### config.mk
export PLATFORM = sky130hd
export DESIGN_NAME = input_debouncer
export DESIGN_NICKNAME = d
export VERILOG_FILES = /design/src/rtl/input_debouncer.sv
export SDC_FILE = /design/constraint.sdc
export NUM_CORES = 1
export LEC_CHECK = 0
export ABC_AREA = 1
export BUFFER_PORTS_ARGS = -buffer_cell sky130_fd_sc_hd__buf_2
export CAP_MARGIN = 40
export CORE_MARGIN = 2
export CORE_UTILIZATION = 58
export CTS_CLUSTER_DIAMETER = 150
export CTS_CLUSTER_SIZE = 24
export DETAILED_ROUTE_END_ITERATION = 12
export PLACE_DENSITY = 0.81
export SLEW_MARGIN = 20
export SYNTH_ARGS = -nofsm -noshare
export SYNTH_HDL_FRONTEND = slang
export SYNTH_SLANG_ARGS = --single-unit
### constraint.sdc
create_clock -name clk -period 3.02 [get_ports clk]
set_input_delay 0.453 -clock clk [delete_from_list [all_inputs] [get_ports clk]]
set_output_delay 0.453 -clock clk [all_outputs]
set_load 0.01 [all_outputs]
### src/rtl/input_debouncer.sv
// ----------------------------------------------------------------------------
// input_debouncer
//
// Turns a raw, asynchronous, bouncing input into a clean, clock-synchronous
// level. A synchronizer chain feeds a four-state filter that flips the output
// only after STABLE_CYCLES consecutive enabled samples disagree with it.
// Aborted transitions are reported as a one-cycle glitch pulse and counted
// in a saturating 8-bit debug counter.
//
// Parameters:
//   SYNC_STAGES    synchronizer depth (>= 2)
//   STABLE_CYCLES  consecutive enabled samples needed to flip (>= 1)
//
// Ports:
//   clk           in   single clock, all logic on posedge
//   reset         in   synchronous, active-high reset
//   en_i          in   sample enable; tie high to sample every cycle
//   a_i           in   raw asynchronous input
//   glitch_clr_i  in   clears glitch_cnt_o (independent of en_i)
//   a_db_o        out  debounced level (decoded from state register)
//   busy_o        out  high while a transition is being qualified
//   glitch_o      out  one-cycle pulse after an aborted transition
//   glitch_cnt_o  out  saturating count of aborted transitions
// ----------------------------------------------------------------------------
module input_debouncer #(
    parameter int SYNC_STAGES   = 2,
    parameter int STABLE_CYCLES = 16
) (
    input  logic       clk,
    input  logic       reset,
    input  logic       en_i,
    input  logic       a_i,
    input  logic       glitch_clr_i,
    output logic       a_db_o,
    output logic       busy_o,
    output logic       glitch_o,
    output logic [7:0] glitch_cnt_o
);

    localparam int CNT_W = $clog2(STABLE_CYCLES + 1);
    localparam logic [CNT_W-1:0] LAST_CNT = CNT_W'(STABLE_CYCLES - 1);

    // Bit 1 of the encoding equals the debounced level.
    typedef enum logic [1:0] {
        STABLE_LOW  = 2'b00,
        CHECK_HIGH  = 2'b01,
        STABLE_HIGH = 2'b11,
        CHECK_LOW   = 2'b10
    } state_t;

    state_t                 r_state;
    state_t                 w_state_nxt;
    logic [CNT_W-1:0]       r_cnt;
    logic [CNT_W-1:0]       w_cnt_nxt;
    logic [SYNC_STAGES-1:0] r_sync;
    logic                   w_s;
    logic                   w_abort;
    logic                   r_glitch;
    logic [7:0]             r_glitch_cnt;

    // ------------------------------------------------------------------
    // Synchronizer: runs every cycle so the enabled samples always see a
    // fully settled value.
    // ------------------------------------------------------------------
    // NOTE: sequential state uses non-blocking assignments so every flop
    // samples the pre-edge value of its neighbours (the shift works).
    always_ff @(posedge clk) begin
        if (reset) begin
            r_sync <= '0;
        end else begin
            r_sync <= {r_sync[SYNC_STAGES-2:0], a_i};
        end
    end

    assign w_s = r_sync[SYNC_STAGES-1];

    // ------------------------------------------------------------------
    // FSM state register (includes the stability counter).
    // ------------------------------------------------------------------
    always_ff @(posedge clk) begin
        if (reset) begin
            r_state <= STABLE_LOW;
            r_cnt   <= '0;
        end else begin
            r_state <= w_state_nxt;
            r_cnt   <= w_cnt_nxt;
        end
    end

    // ------------------------------------------------------------------
    // Next-state logic. Only enabled cycles advance; otherwise hold.
    // ------------------------------------------------------------------
    // NOTE: every signal written here gets a default first so no path
    // leaves it unassigned and no latch is inferred.
    always_comb begin
        w_state_nxt = r_state;
        w_cnt_nxt   = r_cnt;
        w_abort     = 1'b0;
        if (en_i) begin
            case (r_state)
                STABLE_LOW: begin
                    if (w_s) begin
                        if (STABLE_CYCLES == 1) begin
                            w_state_nxt = STABLE_HIGH;
                        end else begin
                            w_state_nxt = CHECK_HIGH;
                            w_cnt_nxt   = CNT_W'(1);
                        end
                    end
                end
                CHECK_HIGH: begin
                    if (w_s) begin
                        if (r_cnt == LAST_CNT) begin
                            w_state_nxt = STABLE_HIGH;
                            w_cnt_nxt   = '0;
                        end else begin
                            w_cnt_nxt = r_cnt + CNT_W'(1);
                        end
                    end else begin
                        w_state_nxt = STABLE_LOW;
                        w_cnt_nxt   = '0;
                        w_abort     = 1'b1;
                    end
                end
                STABLE_HIGH: begin
                    if (!w_s) begin
                        if (STABLE_CYCLES == 1) begin
                            w_state_nxt = STABLE_LOW;
                        end else begin
                            w_state_nxt = CHECK_LOW;
                            w_cnt_nxt   = CNT_W'(1);
                        end
                    end
                end
                CHECK_LOW: begin
                    if (!w_s) begin
                        if (r_cnt == LAST_CNT) begin
                            w_state_nxt = STABLE_LOW;
                            w_cnt_nxt   = '0;
                        end else begin
                            w_cnt_nxt = r_cnt + CNT_W'(1);
                        end
                    end else begin
                        w_state_nxt = STABLE_HIGH;
                        w_cnt_nxt   = '0;
                        w_abort     = 1'b1;
                    end
                end
                default: begin
                    w_state_nxt = STABLE_LOW;
                    w_cnt_nxt   = '0;
                end
            endcase
        end
    end

    // ------------------------------------------------------------------
    // Glitch pulse and saturating counter. Clear wins over the old value
    // but a coincident glitch still counts (clear, then count).
    // ------------------------------------------------------------------
    always_ff @(posedge clk) begin
        if (reset) begin
            r_glitch     <= 1'b0;
            r_glitch_cnt <= 8'd0;
        end else begin
            r_glitch <= w_abort;
            if (glitch_clr_i) begin
                r_glitch_cnt <= w_abort ? 8'd1 : 8'd0;
            end else if (w_abort && (r_glitch_cnt != 8'hFF)) begin
                r_glitch_cnt <= r_glitch_cnt + 8'd1;
            end
        end
    end

    // ------------------------------------------------------------------
    // Output decode: purely from registers, no input-to-output path.
    // ------------------------------------------------------------------
    always_comb begin
        a_db_o = 1'b0;
        busy_o = 1'b0;
        case (r_state)
            STABLE_LOW:  begin a_db_o = 1'b0; busy_o = 1'b0; end
            CHECK_HIGH:  begin a_db_o = 1'b0; busy_o = 1'b1; end
            STABLE_HIGH: begin a_db_o = 1'b1; busy_o = 1'b0; end
            CHECK_LOW:   begin a_db_o = 1'b1; busy_o = 1'b1; end
            default:     begin a_db_o = 1'b0; busy_o = 1'b0; end
        endcase
    end

    assign glitch_o     = r_glitch;
    assign glitch_cnt_o = r_glitch_cnt;

endmodule

-- Word level (Yosys, flattened, before mapping)
Index checks and enable logic that the tools add are counted.
- flip-flop bits (word level): 18
- input bits: 5
- output and inout bits: 11
- logic and storage cells: 47
- add/subtract/negate cells: 2
- equal/unequal tests: 9
- mux-type cells: 22
- reduce and logical (&&, ||, !) cells: 9
- operators with widths (kind ; number):
    $mux 5 ; 5
    $pmux 5 s4 ; 1
    $mux 8 ; 2
    $mux 2 ; 6
    $add 8x1->8 const B ; 1
    $ne 8x8->1 const B ; 1
    $pmux 2 s4 ; 1
    $reduce_or 2->1 ; 4
    $ne 3x3->1 const B ; 2
    $pmux 1 s2 ; 3
    $add 5x1->5 const B ; 1
    $eq 5x4->1 const B ; 1
    $reduce_and 5->1 ; 1
    $eq 2x2->1 const B ; 2
    $mux 1 ; 4
    $ne 2x2->1 const B ; 2
    $reduce_and 3->1 ; 1
    $eq 2x1->1 const B ; 1
    $logic_not 2->1 ; 1
    $reduce_bool 2->1 ; 1
    $logic_and 1x1->1 ; 1

-- Logic depth before layout (Yosys ltp)
Gate-level depths: netlist of run 1.
- depth in word-level cells: 6
- depth in mapped cells: 12

-- Worst setup path after synthesis of run 1
No wires, ideal clock.
- kind: reg-to-output
- start point: register r_state[0]
- end point: output port a_db_o
- arrival time: 916 ps
- required time: 2567 ps
- path slack: 1651 ps
- cell stages (with the launch flop): 4
- cells stage by stage: dfxtp_1 inv_1 ha_1 or2_2
- word-level cells in the longest chain between the ends: 3
- RTL lines (element ; line ; text):
    start: declaration ; 51 ; state_t r_state;
    start signal: assignment ; 85 ; r_state <= w_state_nxt;
    $eq 2x2->1, or another cell as far along ; 181 ; case (r_state)
    $reduce_or 2->1 (no line) ; - ;
    $pmux 1 s2 (*) ; 181 ;
    end: declaration ; 34 ; output logic a_db_o,
Mark *: on every way between the ends. The rest lies on a longest branch, timed or not.

-- Worst setup path after layout of run 1
Same ends and word-level chain as after synthesis.

==> metrics.md, run 1 <==
| Metric | Value |
|---|---|
| Status | `complete, no violations` |
| Wire length per cell | `10.4 microns` |
| Synth cell types | `19` |
| Total CTS buffers | `3` |
| IO Port Bufs | `15` |
| Pwr/cell area | `422 nW/um^2` |
| CP Max Fanout | `4` |
| Pin count of the biggest net entering global routing | `11` |
| Final setup fails | `0` |
| Routed vias | `955` |
| #FFs+latches synth | `18` |
| Post-CTS sizing | `0` |
| H-Tree Depth | `1` |
| DRT Wirelength | `1910 microns` |
| Area growth, synth to finish | `13.2%` |
| Vias in the first global route | `818` |
| Reg power frac | `52.4%` |
| Max Freq | `0.538 GHz` |
| CP Launch Point | `r_state[0]` |
| Iteration-0 DRC Markers | `13` |
| Leakage power | `0.555 nW` |
| Hold Crit Class | `primary input to register` |
| Tmin final | `1.86 ns` |
| Clk sinks | `18` |
| CTS root buf | `clkbuf_4` |
| Post-DRT Antenna Nets | `0` |
| Net Sw Power | `0.132 mW` |
| Overflow after GRT | `0` |
| Combinational Power Share | `17.4%` |
| Final Skew | `0.00300 ns` |
| Die Ht | `45.7 microns` |
| Max VDD drop | `0.358 mV` |
| Switching share of power | `27.4%` |
| Initial antenna violation count | `0` |
| Slowest cell on crit path | `dfxtp_1` |
| Synthesized area | `1010 sq um` |
| Final worst path period share | `61.6%` |
| Die area | `2090 sq um` |
| Layout cells sized above 1 | `16.8%` |
| Total GRT Usage | `21.6%` |
| ANT cells | `0` |
| Yosys Warn Count | `0` |
| Post-Place Worst Slack | `1.48 ns` |
| Clock slew at the register clock pins of the worst setup and hold paths | `0.10 ns` |
| CORE AREA | `1670 sq um` |
| Hold-fix buffers, CTS | `0` |
| Highest-count cells in the layout ignoring fill and taps | `34 x nand2_1, 24 x inv_1, 23 x nor2_1` |
| End of the worst hold path | `r_sync[0]` |
| Critical path class | `register to primary output` |
| Clock Power Share | `30.3%` |
| Slew @ Worst Pin | `0.458 ns` |
| RSZ-0062 raised after global routing | `no` |
| Site Rows | `15` |
| Reg2reg end | `glitch_cnt_o[1]` |
| 1st-pass router iterations | `5` |
| Req. time, crit path | `2.57 ns` |
| CP Capture Type | `primary output` |
| Syn Nets | `159` |
| Final Hold Viols | `0` |
| Max incr delay on CP | `0.39 ns` |
| Crit-path cells | `inv_1 > ha_1 > or2_2 > buf_2` |
| Element type at the critical path start | `register` |
| Setup Fix Bufs, Post-CTS | `0` |
| Final setup margin | `1.16 ns` |
| Vias/cell | `5.19` |
| Setup TNS | `0 ns` |
| Dpl hpwl | `1520 microns` |
| Initial core utilization | `60.3%` |
| Chip width | `45.7 microns` |
| Average instance area after synthesis | `6.81 sq um` |
| CTS tree | `done` |
| Commonest non-fill, non-tap cell in the layout | `nand2_1` |
| Max-Cap Viols | `0` |
| Critical path arrival | `1.41 ns` |
| Clock buffer depth | `2` |
| First-pass GRT wire length | `3230 microns` |
| Insertion delay to the later sink of the worst-skew pair | `0.29 ns` |
| Slew HR | `69.3%` |
| GPL Wtd Cong | `0.797` |
| Hold path cells | `3` |
| FF-to-FF Start | `glitch_cnt_o[0]` |
| R2R depth | `8` |
| Gate Count Post-Synth | `148` |
| Flop-to-flop setup slack | `1.55 ns` |
| Drc violations | `0` |
| Num ports | `16` |
| Register area share after synthesis | `35.8%` |
| Final Max Tran Viols | `0` |
| Nets | `179` |
| HP Start | `a_i` |
| Internal power | `0.350 mW` |
==> critical path, delay by kind of cell (launching register included) <==
kind          cells  cell delay (ns)
fa+ha+maj         1             0.23
buf+inv           2             0.22
flops             1             0.39
simple gates      1             0.28
==> registers in the layout (all words and copies together), names as in the netlist <==
name and count:
glitch_cnt_o 8, r_cnt 5, r_state 2, r_sync 2, glitch_o 1
==> per-stage QoR <==
| step | area [sq um] | hold WS, ns | utilization (%) | power (mW) | std cells |
|---|---|---|---|---|---|
| CTS | 1140 | 0.349 | 68.2 | 0.488 | 184 |
| detailed placement | 1100 | 0.400 | 66.1 | 0.341 | 180 |
| global route | 1140 | 0.375 | 68.2 | 0.504 | 184 |
| finish | 1140 | 0.355 | 68.2 | 0.481 | 184 |
| global placement | 1100 | 0.404 | 66.1 | 0.338 | 180 |
| floorplan | 1010 | 0.388 | - | 0.318 | 148 |
==> routing by layer <==
| layer | share of wire [%] | track usage [%] |
|---|---|---|
| met5 | 0 | 0 |
| met4 | 2.7 | 12.9 |
| met3 | 2.8 | 2.78 |
| met2 | 49 | 37.7 |
| met1 | 45 | 24.6 |
==> worst max-delay path by stage <==
stage | cells after the start | to | slack [ns]
2_1_floorplan | 3 | a_db_o | 1.65
3_3_place_gp | 4 | a_db_o | 1.54
3_5_place_dp | 4 | a_db_o | 1.48
4_1_cts | 4 | a_db_o | 1.14
5_1_grt | 4 | a_db_o | 1.05
6_report | 4 | a_db_o | 1.16
==> power groups by stage <==
stage	Sequential [mW]	Clock [mW]	Combinational [mW]
finish	0.252	0.146	0.0835
global route	0.254	0.157	0.0935
CTS	0.252	0.152	0.0840
detailed placement	0.258	0	0.0836
global placement	0.257	0	0.0810
floorplan	0.257	0	0.0606
==> Yosys cell counts <==
cell type  count  area, sq um
a21oi_1        9         45.0
a31oi_1        1         6.26
dfxtp_1       18          360
ha_1           6         75.1
inv_1         24         90.1
inv_4          1         6.26
nand2_1       34          128
nand2_2        2         12.5
nand2_4        1         11.3
nand3_1        7         35.0
nand3b_1       3         22.5
nand4_1        4         25.0
nor2_1        23         86.3
nor2_2         2         12.5
nor2_4         2         22.5
o21ai_0        6         30.0
o21bai_1       2         15.0
or2_2          1         6.26
xor2_1         2         17.5
==> final cells by class <==
class                      count  area (sq um)
tap                           17          21.3
sequential                    18           360
clock buffer                   4          36.3
fill                         156           531
inverter                      25          96.3
timing repair buffer          15          75.1
multi-input combinational    105           551
==> kinds of logic (layout without fill, tap and decap cells) <==
group,count (synthesis),after routing,share of synthesized area (%)
compound gates,18,18,9.56
fa+ha+maj,6,6,7.45
buf+inv,25,44,9.57
xor+xnor,2,2,1.74
flops,18,18,35.8
simple gates,79,79,35.9
Note: power is estimated with default switching activity, not from simulation.
==> run 2, diff against run 1 <==
--- a/config.mk
+++ b/config.mk
@@ -9,11 +9,11 @@
 export BUFFER_PORTS_ARGS = -buffer_cell sky130_fd_sc_hd__buf_2
 export CAP_MARGIN = 40
 export CORE_MARGIN = 2
-export CORE_UTILIZATION = 58
+export CORE_UTILIZATION = 54
 export CTS_CLUSTER_DIAMETER = 150
 export CTS_CLUSTER_SIZE = 24
 export DETAILED_ROUTE_END_ITERATION = 12
-export PLACE_DENSITY = 0.81
+export PLACE_DENSITY = 0.77
 export SLEW_MARGIN = 20
 export SYNTH_ARGS = -nofsm -noshare
 export SYNTH_HDL_FRONTEND = slang
==> constraint.sdc (replaced) <==
create_clock -name clk -period 1.75 [get_ports clk]
set_input_delay 0.2625 -clock clk [delete_from_list [all_inputs] [get_ports clk]]
set_output_delay 0.2625 -clock clk [all_outputs]
set_load 0.01 [all_outputs]
==> run 2 against run 1 <==
Critical endpoint unchanged. Clock power is 76% higher. Core utilization is 2.3 points lower. Clock-buffer cell count stayed put. Die area is 6.8% higher.
==> metrics.md, run 2 (synthesis gave the netlist of run 1 again) <==
| Metric | Value |
|---|---|
| Status | `complete, no violations` |
| IO Port Bufs | `15` |
| Final setup fails | `0` |
| Pwr Total | `0.838 mW` |
| Final Max Tran Viols | `0` |
| Clock buffer depth | `2` |
| Total GRT Usage | `20.9%` |
| Drc violations | `0` |
| Dpl hpwl | `1510 microns` |
| H-Tree Depth | `1` |
| Post-route cell area | `1150 sq um` |
| Critical path arrival | `1.35 ns` |
| Tightest hold margin | `0.158 ns` |
| Slew @ Worst Pin | `0.463 ns` |
| Wire length per cell | `10.0 microns` |
| Max incr delay on CP | `0.37 ns` |
| Net Sw Power | `0.234 mW` |
| Clk sinks | `18` |
| Max reg flops | `8` |
| Post-Place Worst Slack | `0.292 ns` |
| Die area | `2230 sq um` |
| Vias in the first global route | `806` |
| Post-DRT Antenna Nets | `0` |
| Final setup margin | `0.139 ns` |
| Tmin final | `1.61 ns` |
| RSZ-0062 raised after global routing | `no` |
| Commonest non-fill, non-tap cell in the layout | `nand2_1` |
| Element type at the critical path start | `register` |
| Vias/cell | `4.88` |
| Max VDD drop | `0.636 mV` |
| Leakage power | `0.555 nW` |
| Max-Cap Viols | `0` |
| CP Capture Type | `primary output` |
| Reg power frac | `52.1%` |
| Internal power | `0.604 mW` |
| Site Rows | `15` |
| GPL Wtd Cong | `0.808` |
| Combinational Power Share | `17.2%` |
| Final worst path period share | `92.1%` |
| Num ports | `16` |
| Hold Crit Class | `primary input to register` |
| Storage cell area | `362 sq um` |
| First-pass GRT wire length | `3280 microns` |
| Insertion delay to the later sink of the worst-skew pair | `0.29 ns` |
| Crit-path cells | `inv_1 > ha_1 > or2_2 > buf_2` |
| 1st-pass router iterations | `4` |
| Routed vias | `936` |
| Pwr/cell area | `728 nW/um^2` |
| CTS root buf | `clkbuf_4` |
| Iteration-0 DRC Markers | `13` |
| Overflow after GRT | `0` |
| Nets | `179` |
| CTS tree | `done` |
| Switching share of power | `27.9%` |
| Final Skew | `0.00478 ns` |
| Placement-stage cell area | `1110 sq um` |
| Pin count of the biggest net entering global routing | `11` |
| Highest-count cells in the layout ignoring fill and taps | `34 x nand2_1, 24 x inv_1, 23 x nor2_1` |
| Multi-input gate area | `551 sq um` |
| Slowest cell on crit path | `dfxtp_2` |
| Clock slew at the register clock pins of the worst setup and hold paths | `0.11 ns` |
| Clock Power Share | `30.7%` |
| ANT cells | `0` |
| Req. time, crit path | `1.49 ns` |
| Setup Fix Bufs, Post-CTS | `0` |
| Initial core utilization | `57.7%` |
| Area growth, synth to finish | `14.3%` |
| Slew HR | `69.0%` |
| CORE AREA | `1750 sq um` |
| Setup TNS | `0 ns` |
| Max Freq | `0.621 GHz` |
| Final Hold Viols | `0` |
| Initial antenna violation count | `0` |
| Layout cells sized above 1 | `17.4%` |
| Fillers | `163` |
| Critical path class | `register to primary output` |
| Total CTS buffers | `3` |
| DRT Wirelength | `1930 microns` |
| Chip width | `47.2 microns` |
| CP Max Fanout | `4` |
| Die Ht | `47.2 microns` |
run 2: through the flow:
step           utilization (%)  std cells
2_1_floorplan                -        148
3_3_place_gp              63.8        188
3_5_place_dp              63.8        188
4_1_cts                   65.9        192
5_1_grt                   65.9        192
6_report                  65.9        192
run 2: worst max-delay path: cells and delay by family (launching register included):
family	cells	cell delay, ns
and+or+nand+nor	1	0.27
DFF	1	0.37
buffers and inverters	2	0.20
adders and majority gates	1	0.22
run 2: path summary, 6_finish.rpt:
check | from | to | slack, ns | depth (start not counted)
max | r_state[0] | a_db_o | 0.14 | 4
max reg2reg | glitch_cnt_o[0] | glitch_cnt_o[1] | 0.29 | 8
min | a_i | r_sync[0] | 0.16 | 3
min reg2reg | r_sync[0] | r_sync[1] | 0.41 | 2
run 2: cell type report:
cell class	instances	area share (%)
Tap cell	25	2.72
Timing Repair Buffer	15	6.52
Multi-Input combinational cell	105	47.8
Clock buffer	4	3.15
Inverter	25	8.37
Sequential cell	18	31.4
run 2: metal layers:
metal  wire (microns)  global-route usage, %  vias to the layer above
met3               62                   4.62                        5
li1                 -                      -                      504
met2              838                   33.4                       15
met1              986                   26.6                      412
met4               40                   10.0                        0
met5                0                      0                        -
run 2: power by group through the flow:
stage	Clock, mW	Sequential [mW]	Combinational, mW
floorplan	0	0.444	0.105
global placement	0	0.445	0.140
detailed placement	0	0.446	0.144
CTS	0.265	0.436	0.144
global route	0.282	0.440	0.164
finish	0.257	0.437	0.144
run 2: timing repair:
item	4_1_cts	5_1_grt
hold buffers	0	0
gates resized for setup	0	1
endpoints found under the setup margin	0	1
